`config.mk`:
```
export PLATFORM = sky130hd
export DESIGN_NAME = lcd_hd44780_sched
export DESIGN_NICKNAME = d
export VERILOG_FILES = /design/src/rtl/lcd_hd44780_sched.sv
export SDC_FILE = /design/constraint.sdc
export NUM_CORES = 1
export LEC_CHECK = 0
export ABC_AREA = 1
export CAP_MARGIN = 20
export CORE_MARGIN = 8
export CORE_UTILIZATION = 25
export DETAILED_ROUTE_END_ITERATION = 7
export DONT_BUFFER_PORTS = 1
export SLEW_MARGIN = 20
export SYNTH_ARGS = -nofsm -noshare
export SYNTH_HDL_FRONTEND = slang
export SYNTH_SLANG_ARGS = --single-unit
```
`constraint.sdc`:
```
create_clock -name clk -period 4.5 [get_ports clk]
set_clock_uncertainty 0.15 [all_clocks]
set_input_delay 1.125 -clock clk [delete_from_list [all_inputs] [get_ports clk]]
set_output_delay 1.125 -clock clk [all_outputs]
set_load 0.005 [all_outputs]
```
`src/rtl/lcd_hd44780_sched.sv`:
```
// HD44780 4-bit bus scheduler: runs power-up init, then sends requested command/data
// bytes as two nibbles with E pulse timing and execution waits.
module lcd_hd44780_sched #(
  parameter int unsigned T_SETUP     = 2,
  parameter int unsigned T_EPW       = 8,
  parameter int unsigned T_NIB       = 16,
  parameter int unsigned T_EXEC      = 64,
  parameter int unsigned T_EXEC_LONG = 2048,
  parameter int unsigned T_POWERUP   = 16384
) (
  input  logic       clk,
  input  logic       rst_n,
  input  logic       req_valid,
  input  logic       req_rs,
  input  logic [7:0] req_data,
  output logic       req_ready,
  output logic       init_done,
  output logic       busy,
  output logic       lcd_rs,
  output logic       lcd_e,
  output logic [3:0] lcd_d
);

  localparam int unsigned M0   = (T_SETUP > T_EPW) ? T_SETUP : T_EPW;
  localparam int unsigned M1   = (M0 > T_NIB) ? M0 : T_NIB;
  localparam int unsigned M2   = (M1 > T_EXEC) ? M1 : T_EXEC;
  localparam int unsigned M3   = (M2 > T_EXEC_LONG) ? M2 : T_EXEC_LONG;
  localparam int unsigned MaxT = (M3 > T_POWERUP) ? M3 : T_POWERUP;
  localparam int unsigned CntW = $clog2(MaxT + 1);

  typedef enum logic [2:0] {StPwrup, StSetup, StPulse, StGap, StExec, StIdle} state_e;

  state_e          state_q, state_d;
  logic [CntW-1:0] cnt_q, cnt_d, lim;
  logic [2:0]      step_q, step_d, nxt_step;
  logic [7:0]      byte_q, byte_d;
  logic            rs_q, rs_d, e_q, e_d, ready_q, ready_d, done_q, done_d;
  logic [3:0]      d_q, d_d;
  logic            long_q, long_d, nib_only_q, nib_only_d, low_q, low_d;
  logic            expired;
  logic [9:0]      rom;

  // {nibble_only, long_wait, byte}; the first four steps send only the high nibble.
  function automatic logic [9:0] init_rom(input logic [2:0] step);
    unique case (step)
      3'd0, 3'd1, 3'd2: init_rom = {1'b1, 1'b1, 8'h30};
      3'd3:             init_rom = {1'b1, 1'b0, 8'h20};
      3'd4:             init_rom = {1'b0, 1'b0, 8'h28};
      3'd5:             init_rom = {1'b0, 1'b0, 8'h0C};
      3'd6:             init_rom = {1'b0, 1'b0, 8'h06};
      default:          init_rom = {1'b0, 1'b1, 8'h01};
    endcase
  endfunction

  always_ff @(posedge clk or negedge rst_n) begin
    if (!rst_n) begin
      state_q    <= StPwrup;
      cnt_q      <= '0;
      step_q     <= '0;
      byte_q     <= '0;
      rs_q       <= 1'b0;
      e_q        <= 1'b0;
      d_q        <= '0;
      ready_q    <= 1'b0;
      done_q     <= 1'b0;
      long_q     <= 1'b0;
      nib_only_q <= 1'b0;
      low_q      <= 1'b0;
    end else begin
      state_q    <= state_d;
      cnt_q      <= cnt_d;
      step_q     <= step_d;
      byte_q     <= byte_d;
      rs_q       <= rs_d;
      e_q        <= e_d;
      d_q        <= d_d;
      ready_q    <= ready_d;
      done_q     <= done_d;
      long_q     <= long_d;
      nib_only_q <= nib_only_d;
      low_q      <= low_d;
    end
  end

  always_comb begin
    state_d    = state_q;
    step_d     = step_q;
    byte_d     = byte_q;
    rs_d       = rs_q;
    e_d        = e_q;
    d_d        = d_q;
    ready_d    = ready_q;
    done_d     = done_q;
    long_d     = long_q;
    nib_only_d = nib_only_q;
    low_d      = low_q;

    unique case (state_q)
      StPwrup: lim = CntW'(T_POWERUP - 1);
      StSetup: lim = CntW'(T_SETUP - 1);
      StPulse: lim = CntW'(T_EPW - 1);
      StGap:   lim = CntW'(T_NIB - 1);
      StExec:  lim = long_q ? CntW'(T_EXEC_LONG - 1) : CntW'(T_EXEC - 1);
      default: lim = '0;
    endcase
    expired  = (cnt_q == lim);
    cnt_d    = expired ? '0 : cnt_q + CntW'(1);
    nxt_step = (state_q == StPwrup) ? 3'd0 : step_q + 3'd1;
    rom      = init_rom(nxt_step);

    unique case (state_q)
      StPwrup: begin
        if (expired) begin
          state_d    = StSetup;
          step_d     = nxt_step;
          byte_d     = rom[7:0];
          rs_d       = 1'b0;
          d_d        = rom[7:4];
          nib_only_d = rom[9];
          long_d     = rom[8];
          low_d      = 1'b0;
        end
      end
      StSetup: begin
        if (expired) begin
          state_d = StPulse;
          e_d     = 1'b1;
        end
      end
      StPulse: begin
        if (expired) begin
          e_d     = 1'b0;
          state_d = (nib_only_q || low_q) ? StExec : StGap;
        end
      end
      StGap: begin
        if (expired) begin
          state_d = StSetup;
          d_d     = byte_q[3:0];
          low_d   = 1'b1;
        end
      end
      StExec: begin
        if (expired) begin
          if (done_q || step_q == 3'd7) begin
            state_d = StIdle;
            ready_d = 1'b1;
            done_d  = 1'b1;
          end else begin
            state_d    = StSetup;
            step_d     = nxt_step;
            byte_d     = rom[7:0];
            rs_d       = 1'b0;
            d_d        = rom[7:4];
            nib_only_d = rom[9];
            long_d     = rom[8];
            low_d      = 1'b0;
          end
        end
      end
      StIdle: begin
        cnt_d = '0;
        if (req_valid) begin
          state_d    = StSetup;
          byte_d     = req_data;
          rs_d       = req_rs;
          d_d        = req_data[7:4];
          nib_only_d = 1'b0;
          low_d      = 1'b0;
          ready_d    = 1'b0;
          // Clear and return-home need the long execution wait.
          long_d     = !req_rs && (req_data[7:2] == 6'd0) && (req_data != 8'd0);
        end
      end
      default: begin
        state_d = StPwrup;
        cnt_d   = '0;
      end
    endcase
  end

  always_comb begin
    req_ready = ready_q;
    busy      = ~ready_q;
    init_done = done_q;
    lcd_rs    = rs_q;
    lcd_e     = e_q;
    lcd_d     = d_q;
  end

endmodule

```
Word-level counts from Yosys, hierarchy flattened
Index checks and enable logic that the tools add are counted.
Cells by class
  mux-type cells: 50
  add/sub/neg operators: 2
  bitwise gates (word level): 1
  equal/unequal tests: 22
  reductions and logical operators: 24
Operators by type and width (count)
  one-hot mux 14 bit (5 select lines): 1
  one-hot mux 10 bit (5 select lines): 1
  two-way mux 4 bit: 9
  two-way mux 3 bit: 11
  two-way mux 15 bit: 2
  equality test 3 bit (second input constant): 6
  != test 2 bit (second input constant): 8
  one-hot mux 4 bit (4 select lines): 1
  adder 15 x 1 -> 15 bit (second input constant): 1
  equality test 15 bit: 1
  two-way mux 1 bit: 15
  one-hot mux 3 bit (5 select lines): 1
  equality test 3 x 2 -> 1 bit (second input constant): 4
  one-hot mux 4 bit (3 select lines): 1
  two-way mux 11 bit: 1
  AND reduction 5 bit: 2
  one-hot mux 1 bit (3 select lines): 3
  AND reduction 4 bit: 2
  nonzero test 8 bit: 1
  equality test 3 x 1 -> 1 bit (second input constant): 2
  zero test 3 bit: 2
  zero test 6 bit: 1
  one-hot mux 3 bit (2 select lines): 1
  AND reduction 3 bit: 2
  15 further kinds: 20
Storage, ports and cells
  flip-flop bits (word level): 36
  word-level logic and storage cells: 111
  input bits: 12
  output and inout port bits: 9

Depth between registers and ports, before layout
Gate-level depths: netlist (run 1).
  depth after elaboration: 8
  gate-level depth with buffers: 14
  gate-level depth less buffers: 14

Worst setup path after synthesis (run 1)
Ideal clock, no wire load.
  kind: in2reg
  start point: in req_valid
  end point: reg nib_only_q
  path slack: 2.501 ns
  required time: 4.273 ns
  cell stages on the path: 6
  setup time: 0.077 ns
  arrival time: 1.772 ns
  path buffers: 1
  cell sequence: nor2_1 -> nor2_1 -> nand3_2 -> buf_6 -> nand2_1 -> o21ai_1
Between the ends
  cells in the longest elaborated chain, start to end: 2
RTL lines
  from (decl): RTL line 13  | input logic req_valid,
  != test 2 bit (no line)
  AND reduction 5 bit (no line)
  to (signal assigned): RTL line 80  | nib_only_q <= nib_only_d;
  to (decl): RTL line 39  | logic long_q, long_d, nib_only_q, nib_only_d, low_q, low_d;
Every way passes these cells.
A chain may end at the register's enable or synchronous reset.

Worst setup path in the final report (run 1)
  start point: reg state_q[1]
  end point: reg state_q[2]
Between the ends
  cells in the longest elaborated chain, start to end: 5
  elaborated cells between the ends (all ways): 16
  classes of those cells: eq/ne: 11; mux: 2; reduce/logical: 3
RTL lines
  from (decl): RTL line 33  | state_e state_q, state_d;
  from (signal assigned): RTL line 57  | state_q <= StPwrup;
  from (signal assigned): RTL line 70  | state_q <= state_d;
  equality test 3 bit (tied with other cells): RTL line 98, 111
  one-hot mux 14 bit (5 select lines): RTL line 98  | unique case (state_q)
  equality test 15 bit: RTL line 106  | expired = (cnt_q == lim);
  != test 2 bit (no line) / != test 2 x 1 -> 1 bit (equally long branches)
  AND reduction 5 bit (no line)
Several ways; a longest one is shown, not always the timed one.

==> impl_metrics.py, run 1 <==
metrics = {
    "outcome": {
        "outcome": "complete, no violations",
    },
    "timing": {
        "setup_tns_ns": 0,
        "timing.hold.ws_ns": 0.3322,
        "fin_crit_sh_pct": 51.05,
        "slew_violations": 0,
        "slew_headroom_pct": 70.23,
        "rsz0062_at_grt": "no",
        "tightestPinTransition_ns": 0.4431,
        "setup_viol_count_final": 0,
        "hold_violations": 0,
        "layout_min_cycle_time_ns": 2.297,
        "fmax_ghz": 0.4353,
    },
    "placement": {
        "place_inst": 375,
        "portBuffers": 0,
        "dpl.hpwl_mm": 3.575,
        "gp_congestion": 0.8233,
    },
    "layout": {
        "drive_above_1_share_pct": 14.39,
        "final_util_pct": 28.29,
        "fin_cells": 383,
        "final_nets": 292,
        "antenna_cells": 0,
        "area_growth_pct": 9.617,
    },
    "routing": {
        "route.detailed.drc": 0,
        "via_per_inst": 4.520,
        "vias": 1731,
        "drt_iter0_drc": 112,
        "drtAntennaViolNets": 0,
        "routed_wl_mm": 4.697,
        "dr.pass1.iters": 4,
        "wire_per_inst_um": 12.26,
    },
    "synth": {
        "synth_top_area_share_pct": 42.48,
        "seq_area_frac_synth_pct": 42.48,
        "yosysUniqueCellTypes": 32,
        "synth_warnings": 0,
        "synth_most_common_cell": "nand2_1",
        "ys_ff_latch": 36,
        "synthFlopType": "dfrtp_1",
        "synth_cells": 273,
        "synth_top_cell_by_area": "dfrtp_1",
        "syn_area_um2": 2121,
        "synth_edf_count": 0,
        "syn_nets": 288,
        "synth_area_leaders": "dfrtp_1 (42%), nand2_1 (13%), nor2_1 (5.7%)",
        "avgSynthCellArea_um2": 7.768,
        "synth_common_cells": "nand2_1 (72), dfrtp_1 (36), nor2_1 (32)",
        "async_reset_ff_share_pct": 100.0,
    },
    "clock_network": {
        "post_cts_resized": 0,
        "cts_max_path_buffers": 2,
        "clk-insertion-delay-late_ns": 0.29,
        "cts_htree_levels": 2,
        "cts_buffers": 5,
        "root_buffer": "clkbuf_8",
        "holdBufCountCts": 0,
        "cts_sinks": 36,
        "clk_pin_slew_worst_paths_ns": 0.07,
        "cts_tree": "done",
        "postCtsSetupBuffers": 0,
    },
    "power": {
        "p_sw_share_pct": 22.24,
        "combPwrFrac_pct": 2.3,
        "pwr-share-seq_pct": 56.2,
        "pwr_density_cell_nw_per_um2": 251.7,
        "clkPwrFrac_pct": 41.5,
        "intPower_w": 0.0004551,
        "p_leak_nw": 1.174,
        "ir_drop_uv": 97.57,
        "power.switching_w": 0.0001301,
    },
    "setup_path": {
        "cp_max_fo": 11,
        "critPathLaunchType": "flip-flop",
        "cp.required_ns": 4.56,
        "arrival_ns": 2.36,
        "reg2regPathDepth": 11,
        "worstSetupPathType": "flip-flop to flip-flop",
        "end_kind": "flip-flop",
    },
    "grt": {
        "antenna_found_initial": 0,
        "grt_usage_pct": 8.780,
        "grt_max_degree": 37,
        "grt_pass1_wl_mm": 8.169,
        "grt_overflow": 0,
        "first_global_vias": 1767,
    },
    "worst_hold_path": {
        "hold_path_class": "flip-flop to flip-flop",
        "hold_depth": 2,
    },
    "job": {
        "maxCapViolCount": 0,
    },
    "floorplan": {
        "rows": 33,
        "die_x_um": 108.1,
        "num_io_pins": 21,
        "start_util_pct": 25.81,
        "die_h_um": 108.1,
        "coreArea_um2": 8217,
        "die-area_um2": 11690,
    },
}
[final cells by class]
cell class / count / area [um^2]
well taps: 105 / 131.4
multi-input cells: 202 / 1079
clock inverters: 1 / 7.507
fillers: 911 / 5892
inverters: 32 / 120.1
clock buffers: 7 / 86.33
flip-flops and latches: 36 / 900.9
[layer usage]
layer | vias up | part of all wire (%) | global-route usage (%)
li1 | 885 | - | -
met1 | 814 | 48 | 11.00
met2 | 25 | 46 | 13.78
met3 | 7 | 4.2 | 2.677
met4 | 0 | 1.5 | 3.469
met5 | - | 0 | 0
[critical path: stages, from the launching register on]
cell and delay, ns:
dfrtp_1 0.49, inv_2 0.12, nand2_4 0.11, nand2_2 0.08
nand2_1 0.07, nand2_1 0.06, nand2_1 0.06, nor2_2 0.17
nand2_4 0.11, nand2_1 0.35, o21ai_1 0.23, o21ai_0 0.21
[final timing paths]
| check | from | endpoint | slack [ns] |
|---|---|---|---|
| min in group asynchronous | rst_n | state_q[2] | 0.37 |
| max in group asynchronous | rst_n | cnt_q[12] | 3.74 |
| worst max-delay path | state_q[1] | state_q[2] | 2.20 |
| worst min-delay path | low_q | low_q | 0.33 |
| worst max register to register | state_q[1] | state_q[2] | 2.20 |
| worst min register to register | low_q | low_q | 0.33 |
[per-stage QoR]
| step | area (um^2) | worst slack [ns] | power, W |
|---|---|---|---|
| after floorplan | 2121 | 2.501 | 0.0003456 |
| after global placement | 2231 | 2.260 | 0.0003492 |
| after detailed placement | 2231 | 2.181 | 0.0003496 |
| after CTS | 2325 | 2.162 | 0.0005942 |
| after global routing | 2325 | 1.922 | 0.0006092 |
| final | 2325 | 2.203 | 0.0005852 |
[placed cells by master, fill, tap and decap left out, drive strengths merged]
cell type / Yosys / final
a21oi: 10 / 10
a31oi: 1 / 1
clkbuf: 0 / 7
clkinv: 1 / 1
clkinvlp: 0 / 1
dfrtp: 36 / 36
ha: 3 / 3
inv: 31 / 31
nand2: 85 / 85
nand3: 21 / 21
nand3b: 1 / 1
nand4: 1 / 1
nor2: 35 / 35
nor3: 6 / 6
nor3b: 3 / 3
nor4: 2 / 2
o211a: 1 / 1
o211ai: 3 / 3
o21ai: 21 / 21
or2: 1 / 1
xnor2: 2 / 2
xor2: 6 / 6
[flip-flops by register name, summed over array words and instances (netlist names)]
name,count
req_ready,1
cnt_q,15
lcd_e,1
lcd_d,4
state_q,3
low_q,1
step_q,3
init_done,1
lcd_rs,1
long_q,1
nib_only_q,1
byte_q,4
[power by group through the flow]
stage / Clock (W) / Sequential, W / Combinational [W]
global placement: 0 / 0.000336 / 0.0000134
CTS: 0.000251 / 0.000329 / 0.0000137
global route: 0.000264 / 0.000330 / 0.0000154
floorplan: 0 / 0.000334 / 0.0000113
finish: 0.000243 / 0.000329 / 0.0000135
detailed placement: 0 / 0.000336 / 0.0000137
[cell families after synthesis]
logic type               count (synthesis)  share of synthesized area (%)
AO/OA/AOI/OAI                           36                          11.09
adder cells (fa/ha/maj)                  3                          1.770
XOR/XNOR                                 8                          3.304
flip-flops                              36                          42.48
buffers and inverters                   35                          6.666
AND/OR/NAND/NOR                        155                          34.69
(Power assumes the default switching activity.)
==> run 2, diff against run 1 <==
==> constraint.sdc (replaced) <==
create_clock -name clk -period 2.25 [get_ports clk]
set_clock_uncertainty 0.15 [all_clocks]
set_input_delay 0.5625 -clock clk [delete_from_list [all_inputs] [get_ports clk]]
set_output_delay 0.5625 -clock clk [all_outputs]
set_load 0.005 [all_outputs]
==> run 2 against run 1 <==
Net effect: global-route usage fell by 0.21 points; maximum frequency rose by 13%; first-iteration DRC count fell by 0.89%; worst setup slack got worse by 2.0 ns; die area did not move; sequential power rose by 99%; final area rose by 2.8%; final cell count rose by 1.0%; combinational power rose to 3.5 times the previous value; via count rose by 0.52%; critical endpoint is now lcd_d[0].
==> impl_metrics.py, run 2 (same netlist as run 1, synthesis figures left out) <==
metrics = {
    "outcome": {
        "outcome": "complete, no violations",
    },
    "layout": {
        "final_area_um2": 2390,
        "antenna_cells": 0,
        "mostFrequentLayoutCells": "nand2_1 (71), dfrtp_1 (36), nor2_1 (32)",
        "largest_reg_flops": 15,
        "nFillCells": 863,
        "area_growth_pct": 12.68,
        "final_nets": 297,
        "top_register": "cnt_q",
        "final_util_pct": 29.08,
        "final_common_cell": "nand2_1",
        "drive_above_1_share_pct": 15.96,
    },
    "timing": {
        "rsz0062_at_grt": "no",
        "setup_tns_ns": 0,
        "timing.hold.ws_ns": 0.2771,
        "slew_headroom_pct": 70.69,
        "tightestPinTransition_ns": 0.4364,
        "setup_viol_count_final": 0,
        "fmax_ghz": 0.4926,
        "fin_crit_sh_pct": 90.23,
        "layout_min_cycle_time_ns": 2.030,
        "hold_violations": 0,
        "slew_violations": 0,
    },
    "clock_network": {
        "root_buffer": "clkbuf_8",
        "clk-insertion-delay-late_ns": 0.28,
        "cts_buffers": 5,
        "postCtsSetupBuffers": 0,
        "cts_htree_levels": 2,
        "cts_tree": "done",
        "cts_sinks": 36,
        "clk_pin_slew_worst_paths_ns": 0.07,
        "cts_max_path_buffers": 2,
    },
    "floorplan": {
        "die_x_um": 108.1,
        "die-area_um2": 11690,
        "die_h_um": 108.1,
        "coreArea_um2": 8217,
        "start_util_pct": 25.81,
        "rows": 33,
        "num_io_pins": 21,
    },
    "routing": {
        "wire_per_inst_um": 11.93,
        "drt_iter0_drc": 111,
        "vias": 1740,
        "drtAntennaViolNets": 0,
        "dr.pass1.iters": 4,
        "route.detailed.drc": 0,
        "via_per_inst": 4.496,
        "routed_wl_mm": 4.617,
    },
    "grt": {
        "grt_pass1_wl_mm": 8.121,
        "first_global_vias": 1743,
        "grt_overflow": 0,
        "antenna_found_initial": 0,
        "grt_usage_pct": 8.573,
        "grt_max_degree": 37,
    },
    "setup_path": {
        "arrival_ns": 2.05,
        "critPathLaunchType": "flip-flop",
        "end_kind": "flip-flop",
        "crit_path_frequent_cell": "nand2_1",
        "critPathMaxStageDelay_ns": 0.48,
        "slowest_stage": "dfrtp_1",
        "cp.required_ns": 2.27,
        "worst-path-buf-inv": 1,
        "worstSetupPathType": "flip-flop to flip-flop",
        "reg2regPathDepth": 12,
        "cp_max_fo": 8,
        "cp_num_cells": 12,
        "critical-path-top-delay-family": "simple AND/OR/NAND/NOR gates",
        "crit_path_cell_trace": "nor2_4 > nand2_2 > nand2_1 > nand2_1 > inv_1 > nand2_2 > nor2_4 > nand2_4 > a21oi_4 > nand2_4 > nand2_1 > nand2_1",
    },
    "job": {
        "maxCapViolCount": 0,
    },
    "power": {
        "pwr_density_cell_nw_per_um2": 502.7,
        "ir_drop_uv": 216.5,
        "p_leak_nw": 1.210,
    },
    "placement": {
        "gp_congestion": 0.8044,
        "placed_area_um2": 2253,
        "portBuffers": 0,
        "dpl.hpwl_mm": 3.513,
    },
    "worst_hold_path": {
        "hold_depth": 2,
        "hold_path_class": "primary input to flip-flop",
    },
}
run 2: cell types whose count changed in the layout (fill, tap and decap cells not counted):
cell / change
nand3_2: -1
nand2_1: -1
clkbuf_8: +1
nand3_4: +1
dlygate4sd3_1: +1
buf_12: +1
clkbuf_1: -1
buf_4: +3
nand2_2: +1
clkinvlp_4: -1
run 2: timing repair:
action | in CTS | in global routing
hold buffers | 2 | 0
hold endpoints to repair | 36 | 0
setup endpoints to repair | 0 | 7
resized for setup | 0 | 2
run 2: metrics by stage:
stage	instances	setup slack, ns	power (W)
2_1_floorplan	273	0.4402	0.0006911
3_3_place_gp	378	0.1894	0.0006994
3_5_place_dp	378	0.1509	0.0006998
4_1_cts	387	0.1314	0.001230
5_1_grt	387	0.01270	0.001256
6_report	387	0.2197	0.001201
run 2: where the power goes:
part	internal (W)	switching, W
registers	0.000652	0.00000448
clock network	0.000273	0.000224
logic	0.0000155	0.0000324
run 2: final timing paths:
| kind | startpoint | end | slack, ns |
|---|---|---|---|
| worst min register to register | low_q | low_q | 0.32 |
| max in group asynchronous | rst_n | cnt_q[1] | 1.18 |
| worst max-delay path | state_q[1] | lcd_d[0] | 0.22 |
| min in group asynchronous | rst_n | cnt_q[2] | 0.57 |
| worst min-delay path | req_rs | lcd_rs | 0.28 |
| worst max register to register | state_q[1] | lcd_d[0] | 0.22 |
run 2: worst reg2reg max path, delay by kind of cell (launching register included):
kind            cells  cell delay (ns)
simple gates       10             0.96
flops               1             0.48
compound gates      1             0.28
buf+inv             1             0.05
run 2: layout make-up:
| type | count | area, um^2 | area share (%) |
|---|---|---|---|
| inverters | 32 | 120.1 | 5.026 |
| flip-flops and latches | 36 | 900.9 | 37.70 |
| clock buffers | 7 | 96.34 | 4.031 |
| repair buffers | 5 | 52.55 | 2.199 |
| well taps | 105 | 131.4 | 5.497 |
| multi-input cells | 202 | 1089 | 45.55 |
run 2: layer usage:
layer | vias up | track usage, % | part of all wire (%)
met4 | 0 | 3.072 | 1.8
li1 | 889 | - | -
met3 | 9 | 2.380 | 4.7
met1 | 814 | 10.52 | 46
met5 | - | 0 | 0
met2 | 28 | 14.04 | 47
==> run 3, diff against run 2 <==
--- a/config.mk
+++ b/config.mk
@@ -11,6 +11,8 @@
 export CORE_UTILIZATION = 25
 export DETAILED_ROUTE_END_ITERATION = 7
 export DONT_BUFFER_PORTS = 1
+export HOLD_SLACK_MARGIN = 0.05
+export SKIP_LAST_GASP = 1
 export SLEW_MARGIN = 20
 export SYNTH_ARGS = -nofsm -noshare
 export SYNTH_HDL_FRONTEND = slang
==> results of run 3 <==
The final DEF is identical to that of run 2; final timing and power are the same.
